### src/rtl/riscv_ctrl_pkg.sv
// Shared encodings for the multicycle RV32I main control FSM.
package riscv_ctrl_pkg;

  typedef enum logic [3:0] {
    StFetch,
    StDecode,
    StMemAdr,
    StMemRead,
    StMemWb,
    StMemWrite,
    StExecR,
    StExecI,
    StAluWb,
    StBeq,
    StJal
  } state_e;

  localparam logic [6:0] OP_LOAD  = 7'b0000011;
  localparam logic [6:0] OP_STORE = 7'b0100011;
  localparam logic [6:0] OP_R     = 7'b0110011;
  localparam logic [6:0] OP_I     = 7'b0010011;
  localparam logic [6:0] OP_BEQ   = 7'b1100011;
  localparam logic [6:0] OP_JAL   = 7'b1101111;

  localparam logic [1:0] ALUOP_ADD   = 2'b00;
  localparam logic [1:0] ALUOP_SUB   = 2'b01;
  localparam logic [1:0] ALUOP_FUNCT = 2'b10;

  localparam logic [1:0] SRCA_PC    = 2'b00;
  localparam logic [1:0] SRCA_OLDPC = 2'b01;
  localparam logic [1:0] SRCA_RS1   = 2'b10;

  localparam logic [1:0] SRCB_RS2  = 2'b00;
  localparam logic [1:0] SRCB_IMM  = 2'b01;
  localparam logic [1:0] SRCB_FOUR = 2'b10;

  localparam logic [1:0] RES_ALUOUT  = 2'b00;
  localparam logic [1:0] RES_MEMDATA = 2'b01;
  localparam logic [1:0] RES_ALU     = 2'b10;

endpackage

### src/rtl/instret_counter.sv
// Retired-instruction counter with enable and synchronous active-low clear.
module instret_counter #(
  parameter int unsigned Width = 32
) (
  input  logic             clk,
  input  logic             clr_n,
  input  logic             en,
  output logic [Width-1:0] count
);

  logic [Width-1:0] count_q;

  // Clear wins over enable; the count wraps naturally.
  always_ff @(posedge clk) begin
    if (!clr_n) begin
      count_q <= '0;
    end else if (en) begin
      count_q <= count_q + Width'(1);
    end
  end

  assign count = count_q;

endmodule

### src/rtl/multicycle_main_control.sv
// Moore-style main control FSM for the multicycle RV32I datapath.
module multicycle_main_control
  import riscv_ctrl_pkg::*;
#(
  parameter int unsigned INSTRET_W = 32
) (
  input  logic                 clk,
  input  logic                 rst_n,
  input  logic [6:0]           op,
  input  logic                 mem_ready,
  output logic                 mem_req,
  output logic                 AdrSrc,
  output logic                 IRWrite,
  output logic                 PCUpdate,
  output logic                 Branch,
  output logic                 RegWrite,
  output logic                 MemWrite,
  output logic [1:0]           ALUSrcA,
  output logic [1:0]           ALUSrcB,
  output logic [1:0]           ALUOp,
  output logic [1:0]           ResultSrc,
  output logic                 illegal_instr,
  output logic [INSTRET_W-1:0] instret
);

  state_e state_q, state_d;

  logic mem_req_c, ir_write_c, pc_update_c, branch_c, reg_write_c, mem_write_c, illegal_c;
  logic retire;

  // State register.
  always_ff @(posedge clk) begin
    if (!rst_n) begin
      state_q <= StFetch;
    end else begin
      state_q <= state_d;
    end
  end

  // Next-state and output decode.
  always_comb begin
    state_d     = state_q;
    mem_req_c   = 1'b0;
    ir_write_c  = 1'b0;
    pc_update_c = 1'b0;
    branch_c    = 1'b0;
    reg_write_c = 1'b0;
    mem_write_c = 1'b0;
    illegal_c   = 1'b0;
    AdrSrc      = 1'b0;
    ALUSrcA     = SRCA_PC;
    ALUSrcB     = SRCB_RS2;
    ALUOp       = ALUOP_ADD;
    ResultSrc   = RES_ALUOUT;
    unique case (state_q)
      StFetch: begin
        mem_req_c   = 1'b1;
        ALUSrcB     = SRCB_FOUR;
        ResultSrc   = RES_ALU;
        ir_write_c  = mem_ready;
        pc_update_c = mem_ready;
        if (mem_ready) state_d = StDecode;
      end
      StDecode: begin
        ALUSrcA = SRCA_OLDPC;
        ALUSrcB = SRCB_IMM;
        case (op)
          OP_LOAD, OP_STORE: state_d = StMemAdr;
          OP_R:              state_d = StExecR;
          OP_I:              state_d = StExecI;
          OP_BEQ:            state_d = StBeq;
          OP_JAL:            state_d = StJal;
          default: begin
            state_d   = StFetch;
            illegal_c = 1'b1;
          end
        endcase
      end
      StMemAdr: begin
        ALUSrcA = SRCA_RS1;
        ALUSrcB = SRCB_IMM;
        state_d = op[5] ? StMemWrite : StMemRead;
      end
      StMemRead: begin
        mem_req_c = 1'b1;
        AdrSrc    = 1'b1;
        if (mem_ready) state_d = StMemWb;
      end
      StMemWb: begin
        ResultSrc   = RES_MEMDATA;
        reg_write_c = 1'b1;
        state_d     = StFetch;
      end
      StMemWrite: begin
        mem_req_c   = 1'b1;
        AdrSrc      = 1'b1;
        mem_write_c = 1'b1;
        if (mem_ready) state_d = StFetch;
      end
      StExecR: begin
        ALUSrcA = SRCA_RS1;
        ALUSrcB = SRCB_RS2;
        ALUOp   = ALUOP_FUNCT;
        state_d = StAluWb;
      end
      StExecI: begin
        ALUSrcA = SRCA_RS1;
        ALUSrcB = SRCB_IMM;
        ALUOp   = ALUOP_FUNCT;
        state_d = StAluWb;
      end
      StAluWb: begin
        reg_write_c = 1'b1;
        state_d     = StFetch;
      end
      StBeq: begin
        ALUSrcA  = SRCA_RS1;
        ALUSrcB  = SRCB_RS2;
        ALUOp    = ALUOP_SUB;
        branch_c = 1'b1;
        state_d  = StFetch;
      end
      StJal: begin
        ALUSrcA     = SRCA_OLDPC;
        ALUSrcB     = SRCB_FOUR;
        pc_update_c = 1'b1;
        state_d     = StAluWb;
      end
      default: state_d = StFetch;
    endcase
  end

  // Side-effecting strobes are held off while reset is asserted.
  assign mem_req       = rst_n & mem_req_c;
  assign IRWrite       = rst_n & ir_write_c;
  assign PCUpdate      = rst_n & pc_update_c;
  assign Branch        = rst_n & branch_c;
  assign RegWrite      = rst_n & reg_write_c;
  assign MemWrite      = rst_n & mem_write_c;
  assign illegal_instr = rst_n & illegal_c;

  // An instruction retires in its last cycle; stores retire once memory accepts them.
  assign retire = (state_q == StMemWb) || (state_q == StAluWb) || (state_q == StBeq) ||
                  ((state_q == StMemWrite) && mem_ready);

  instret_counter #(
    .Width(INSTRET_W)
  ) u_instret (
    .clk  (clk),
    .clr_n(rst_n),
    .en   (retire),
    .count(instret)
  );

endmodule

### config.mk
export PLATFORM = sky130hd
export DESIGN_NAME = multicycle_main_control
export DESIGN_NICKNAME = d
export VERILOG_FILES = /design/src/rtl/riscv_ctrl_pkg.sv /design/src/rtl/instret_counter.sv /design/src/rtl/multicycle_main_control.sv
export SDC_FILE = /design/constraint.sdc
export NUM_CORES = 1
export LEC_CHECK = 0
export CORE_ASPECT_RATIO = 1.75
export CORE_MARGIN = 2
export CORE_UTILIZATION = 48
export DETAILED_ROUTE_END_ITERATION = 10
export PLACE_DENSITY = 0.77
export SKIP_CTS_REPAIR_TIMING = 1
export SLEW_MARGIN = 20
export SYNTH_ARGS = -nofsm -noshare
export SYNTH_HDL_FRONTEND = slang
export SYNTH_SLANG_ARGS = --single-unit
### constraint.sdc
create_clock -name clk -period 2.1 [get_ports clk]
set_input_delay 0.315 -clock clk [delete_from_list [all_inputs] [get_ports clk]]
set_output_delay 0.315 -clock clk [all_outputs]
set_load 0.005 [all_outputs]
=== Word-level counts from Yosys, hierarchy flattened ===
Index checks and enable logic that the tools add are counted.

* Bitwise logic cells: 7
* Reduce and logical (&&, ||, !) cells: 17
* Add/subtract/negate cells: 1
* Equality and inequality tests: 19
* Muxes and demuxes: 19

{| class="wikitable"
|+ Operators with widths
! cell !! count
|-
| $add 32x1->32 const B || 1
|-
| $pmux 4 s6 || 1
|-
| $pmux 4 s5 || 1
|-
| $eq 4x3->1 const B || 4
|-
| $pmux 2 s2 || 4
|-
| $eq 7x6->1 const B || 2
|-
| $eq 7x7->1 const B || 2
|-
| $eq 4x4->1 const B || 3
|-
| $mux 4 || 3
|-
| $reduce_or 2->1 || 6
|-
| $reduce_or 3->1 || 3
|-
| $eq 4x2->1 const B || 2
|-
| $mux 1 || 8
|-
| $and 1x1->1 || 7
|-
| $eq 7x2->1 const B || 1
|-
| $eq 7x5->1 const B || 1
|-
| $ne 2x2->1 const B || 3
|-
| $reduce_or 6->1 || 1
|-
| $eq 4x1->1 const B || 1
|-
| $logic_not 4->1 || 1
|-
| $reduce_or 4->1 || 1
|-
| $logic_or 1x1->1 || 3
|-
| $mux 3 || 1
|-
| $reduce_and 3->1 || 1
|-
| other kinds (2) || 2
|}

* Flip-flop bits (word level): 36
* Output and inout bits: 48
* Input bits: 10

=== Logic depth before layout (Yosys ltp) ===
* Word-level depth: 5
* Mapped depth: 7

=== Cells and area by module ===
Synthesis repeated with hierarchy kept, for this count alone.

* Cell total of the unflattened synthesis: 260
* Area, all modules: 2093.3 um^2

{| class="wikitable"
|+ Modules (own cells, without submodules)
! module !! instances !! cells an instance !! area an instance (um^2) !! seq. area each (um^2)
|-
| instret_counter || 1 || 176 || 1562.7 || 640.6
|-
| multicycle_main_control || 1 || 84 || 530.5 || 80.1
|}

=== Worst setup path before layout ===
OpenSTA, ideal clock, no wires.

* Path kind: flip-flop to flip-flop
* From: register u_instret.count_q[0] (netlist: u_instret.count[0])
* To: register u_instret.count_q[26] (netlist: u_instret.count[26])
* Period minus slack after synthesis: 1.859 ns
* Data arrival time: 1.789 ns
* Setup slack: 0.241 ns
* Path buffers: 1
* Cell stages (with the launch flop): 8
* Setup time: 0.070 ns
* Cells stage by stage: dfxtp_1 > ha_1 > nand4_2 > nor2_4 > nand3_2 > buf_6 > or4_1 > a21oi_1

* Longest elaborated chain between the ends: 1

{| class="wikitable"
|+ Ends and longest elaborated chain
! item !! line !! RTL
|-
| start, declared || instret_counter.sv:11 || <nowiki>logic [Width-1:0] count_q;</nowiki>
|-
| start signal, assigned || instret_counter.sv:18 || <nowiki>count_q <= count_q + Width'(1);</nowiki>
|-
| $add 32x1->32 || instret_counter.sv:18 ||
|}

Every way passes these cells.
A chain may end at the register's enable or synchronous reset.

=== Final worst setup path ===
* From: register state_q[2]
* To: output ALUSrcB[0]

* Longest elaborated chain between the ends: 3

{| class="wikitable"
|+ Ends and longest elaborated chain
! item !! line !! RTL
|-
| start, declared || multicycle_main_control.sv:26 || <nowiki>state_e state_q, state_d;</nowiki>
|-
| start signal, assigned || multicycle_main_control.sv:34 || <nowiki>state_q <= StFetch;</nowiki>
|-
| start signal, assigned || multicycle_main_control.sv:36 || <nowiki>state_q <= state_d;</nowiki>
|-
| $eq 4x1->1 (tied with other cells) || multicycle_main_control.sv:55 || <nowiki>unique case (state_q)</nowiki>
|-
| $reduce_or 3->1 (no line) / $reduce_or 2->1 (equally long branches) || n/a ||
|-
| $pmux 2 s2 * || multicycle_main_control.sv:55 ||
|-
| end, declared || multicycle_main_control.sv:19 || <nowiki>output logic [1:0] ALUSrcB,</nowiki>
|}

Mark *: on every way between the ends. The rest lies on a longest branch, timed or not.

==> flow_results.xml <==
<?xml version="1.0" encoding="UTF-8"?>
<metrics>
  <group name="run_status">
    <metric name="outcome" unit="">finished clean</metric>
  </group>
  <group name="critical_path">
    <metric name="worst_setup_path_start_kind" unit="">flop</metric>
    <metric name="timing.critical_path.required" unit="ns">1.78</metric>
    <metric name="timing_worst_setup_path_type" unit="">reg2out</metric>
    <metric name="critical_path_capture_point_type" unit="">output port</metric>
    <metric name="arrival" unit="ns">1.71</metric>
    <metric name="maximum_fanout_along_the_worst_path" unit="">9</metric>
  </group>
  <group name="placed_design">
    <metric name="port_buffers" unit="">57</metric>
    <metric name="placed_wire_length_estimate" unit="mm">4.61</metric>
    <metric name="gpl.final_weighted_congestion" unit="">0.928</metric>
  </group>
  <group name="logic_synthesis">
    <metric name="number_of_synthesized_flops_with_an_enable_pin" unit="">0</metric>
    <metric name="syn_nets" unit="">289</metric>
    <metric name="synth_area" unit="sq mm">0.00211</metric>
    <metric name="ys.warnings.count" unit="">0</metric>
    <metric name="synth_top_flop_cell" unit="">dfxtp_1</metric>
    <metric name="synthCells" unit="">278</metric>
    <metric name="fraction_of_the_yosys_area_taken_by_sequential_cells" unit="%">34.1</metric>
    <metric name="synth_async_sr_flop_share" unit="%">0</metric>
    <metric name="ys_ff_latch" unit="">36</metric>
    <metric name="netlist-cell-type-count" unit="">43</metric>
    <metric name="synth.avg_cell_area" unit="sq um">7.59</metric>
  </group>
  <group name="clock_tree">
    <metric name="cts_root_buffer" unit="">clkbuf_8</metric>
    <metric name="reg_clk_slew_reported_paths" unit="ns">0.07</metric>
    <metric name="worst_skew_pair.late_latency" unit="ns">0.29</metric>
    <metric name="htree_num_levels" unit="">2</metric>
    <metric name="clockBufferDepth" unit="">2</metric>
    <metric name="tritoncts" unit="">done</metric>
    <metric name="cts_buffers" unit="">5</metric>
    <metric name="numClockSinks" unit="">36</metric>
  </group>
  <group name="sta">
    <metric name="final.setup_skew" unit="ns">0.00543</metric>
    <metric name="worst_pin_slew" unit="ns">0.533</metric>
    <metric name="finalWorstPathRequiredPeriod" unit="ns">2.02</metric>
    <metric name="max_slew_margin" unit="%">64.2</metric>
    <metric name="timing.final.max_slew_violations" unit="">0</metric>
    <metric name="fin_worst_hold_slack" unit="ns">0.489</metric>
    <metric name="setup_repair_after_global_routing_missed_its_margin" unit="">no</metric>
    <metric name="final-hold-violation-count" unit="">0</metric>
    <metric name="layout_worst_path_cycle_share" unit="%">96.4</metric>
    <metric name="setup_viol_count_final" unit="">0</metric>
    <metric name="max_freq" unit="GHz">0.494</metric>
  </group>
  <group name="route">
    <metric name="count_of_unresolved_drc_violations_after_routing" unit="">0</metric>
    <metric name="routed-via-count" unit="">2386</metric>
    <metric name="met3_length" unit="um">296</metric>
    <metric name="drtAntennaViolNets" unit="">0</metric>
    <metric name="route.detailed.wl_per_inst" unit="um">14.7</metric>
    <metric name="drt_first_pass_iters" unit="">5</metric>
    <metric name="routed.top_layer" unit="">met4</metric>
    <metric name="routedLengthMet1" unit="mm">2.33</metric>
    <metric name="wirelength" unit="mm">6.13</metric>
    <metric name="detail_route.vias_per_cell" unit="">5.72</metric>
    <metric name="route.met2.wl" unit="mm">3.25</metric>
    <metric name="drt_iter0_drc" unit="">37</metric>
  </group>
  <group name="grt">
    <metric name="global_route.usage.total" unit="%">26.2</metric>
    <metric name="vias_in_the_first_global_route" unit="">2215</metric>
    <metric name="grt_overflow_total" unit="">0</metric>
    <metric name="grt_pass1_wl" unit="mm">9.96</metric>
    <metric name="grt_start_max_net_pins" unit="">29</metric>
    <metric name="grt_antenna_before_repair" unit="">0</metric>
  </group>
  <group name="floorplanning">
    <metric name="initial_core_util" unit="%">50.4</metric>
    <metric name="std_cell_rows" unit="">31</metric>
    <metric name="design.die.area" unit="sq mm">0.00497</metric>
    <metric name="floorplan.io_pins" unit="">58</metric>
    <metric name="core-area" unit="sq mm">0.00419</metric>
    <metric name="die-height" unit="um">91.7</metric>
    <metric name="floorplan.die.width" unit="um">54.1</metric>
  </group>
  <group name="worst_hold_path">
    <metric name="hp-class" unit="">reg2reg</metric>
  </group>
  <group name="flow_run">
    <metric name="maxCapViolCount" unit="">0</metric>
  </group>
  <group name="cells_and_area">
    <metric name="fillerInstances" unit="">327</metric>
    <metric name="n_antenna_cell" unit="">0</metric>
    <metric name="layout.nets" unit="">378</metric>
    <metric name="post-route-util" unit="%">73.9</metric>
    <metric name="drive_gt1_share" unit="%">17.1</metric>
    <metric name="area_growth_syn_to_layout" unit="%">46.7</metric>
  </group>
  <group name="power_and_ir_drop">
    <metric name="leakagePower" unit="nW">1.15</metric>
    <metric name="ir_drop" unit="mV">0.433</metric>
    <metric name="power.density_cell_area" unit="mW/mm^2">426</metric>
  </group>
</metrics>
-- kinds of logic after synthesis --
family          Yosys count  synth area share, %
xor+xnor                 16                 6.64
buf+inv                  15                 3.08
fa+ha+maj                 1                0.593
mux                       3                 1.42
simple gates            156                 40.0
flops                    36                 34.1
compound gates           51                 14.2
-- synthesized netlist by cell type, types with 6 or more instances --
cell      instances  area [sq um]
nand2_1          30           113
nor2_1           36           135
clkbuf_1          9          33.8
a21oi_1          27           135
dfxtp_1          36           721
o21ai_0          11          55.1
nand4_1          15          93.8
or4_1             6          45.0
nand3_1          13          65.1
xor2_1            7          61.3
nand2b_1          7          43.8
nor4_1            6          37.5
or3_1             9          56.3
xnor2_1           9          78.8
nor3_1            7          35.0
-- critical path, stage by stage (launching register included) --
cell and delay [ns]:
dfxtp_4 0.39, nand2b_1 0.16, buf_4 0.14, nor2_1 0.08
a21oi_1 0.04, nor2_1 0.09, clkdlybuf4s50_1 0.52
-- layout make-up --
class                   instances  area [sq um]  area share, %
clock inverters                 2          10.0          0.323
clock buffers                   6          82.6           2.67
flip-flops and latches         36           733           23.7
inverters                       4          15.0          0.485
multi-input cells             227          1340           43.2
well taps                      49          61.3           1.98
repair buffers                 93           857           27.7
-- stage by stage --
stage / TNS, ns / instances / cell area (sq um) / worst slack, ns / power [mW]
2_1_floorplan: 0 / 278 / 2110 / 0.241 / 0.748
3_3_place_gp: -0.382 / 408 / 2960 / -0.131 / 0.823
3_5_place_dp: -0.334 / 408 / 2960 / -0.102 / 0.824
4_1_cts: -0.971 / 416 / 3050 / -0.170 / 1.33
5_1_grt: 0 / 417 / 3100 / 0.000281 / 1.37
6_report: 0 / 417 / 3100 / 0.0755 / 1.32
-- power breakdown --
part | leakage (nW) | internal, mW | switching, mW
clock | 0.0510 | 0.262 | 0.252
sequential | 0.293 | 0.681 | 0.00343
combinational | 0.809 | 0.0663 | 0.0558
-- sequential cells by signal, indices dropped and copies added (netlist names) --
| register | cells |
|---|---|
| state_q | 4 |
| u_instret.count | 32 |
-- metal layers --
metal  track usage (%)  vias to the layer above
li1                  -                     1184
met5                 0                        -
met3              5.21                       19
met2              46.6                       92
met1              28.1                     1091
met4              11.3                        0
-- worst paths after layout --
| kind | startpoint | to | slack, ns | depth (start not counted) |
|---|---|---|---|---|
| worst max-delay path | state_q[2] | ALUSrcB[0] | 0.08 | 6 |
| worst min-delay path | u_instret.count[31] | u_instret.count[31] | 0.49 | 2 |
| worst max register to register | u_instret.count[1] | u_instret.count[18] | 0.23 | 6 |
| worst min register to register | u_instret.count[31] | u_instret.count[31] | 0.49 | 2 |
-- placed cells by master, fill, tap and decap left out, types with 2 or more instances in the layout --
cell type and count:
xnor2_1 9, buf_4 35, mux2i_1 3, or4_1 6, nand3b_1 2, nand2b_1 7, o211ai_1 2, and3_1 3
and2_1 4, clkinv_2 2, nor4b_1 2, nand4_1 15, nand2_1 30, o21ai_0 11, a21oi_1 27, dfxtp_4 3
dfxtp_1 32, o31ai_1 5, nor2b_1 2, nor4_1 6, dlymetal6s2s_1 5, or2_2 4, inv_1 3, xor2_1 7
clkdlybuf4s50_1 52, clkbuf_8 6, or3_1 9, nand4_2 2, nor2_1 35, nor3_1 7, nand3_1 13
Note: power is estimated with default switching activity, not from simulation.
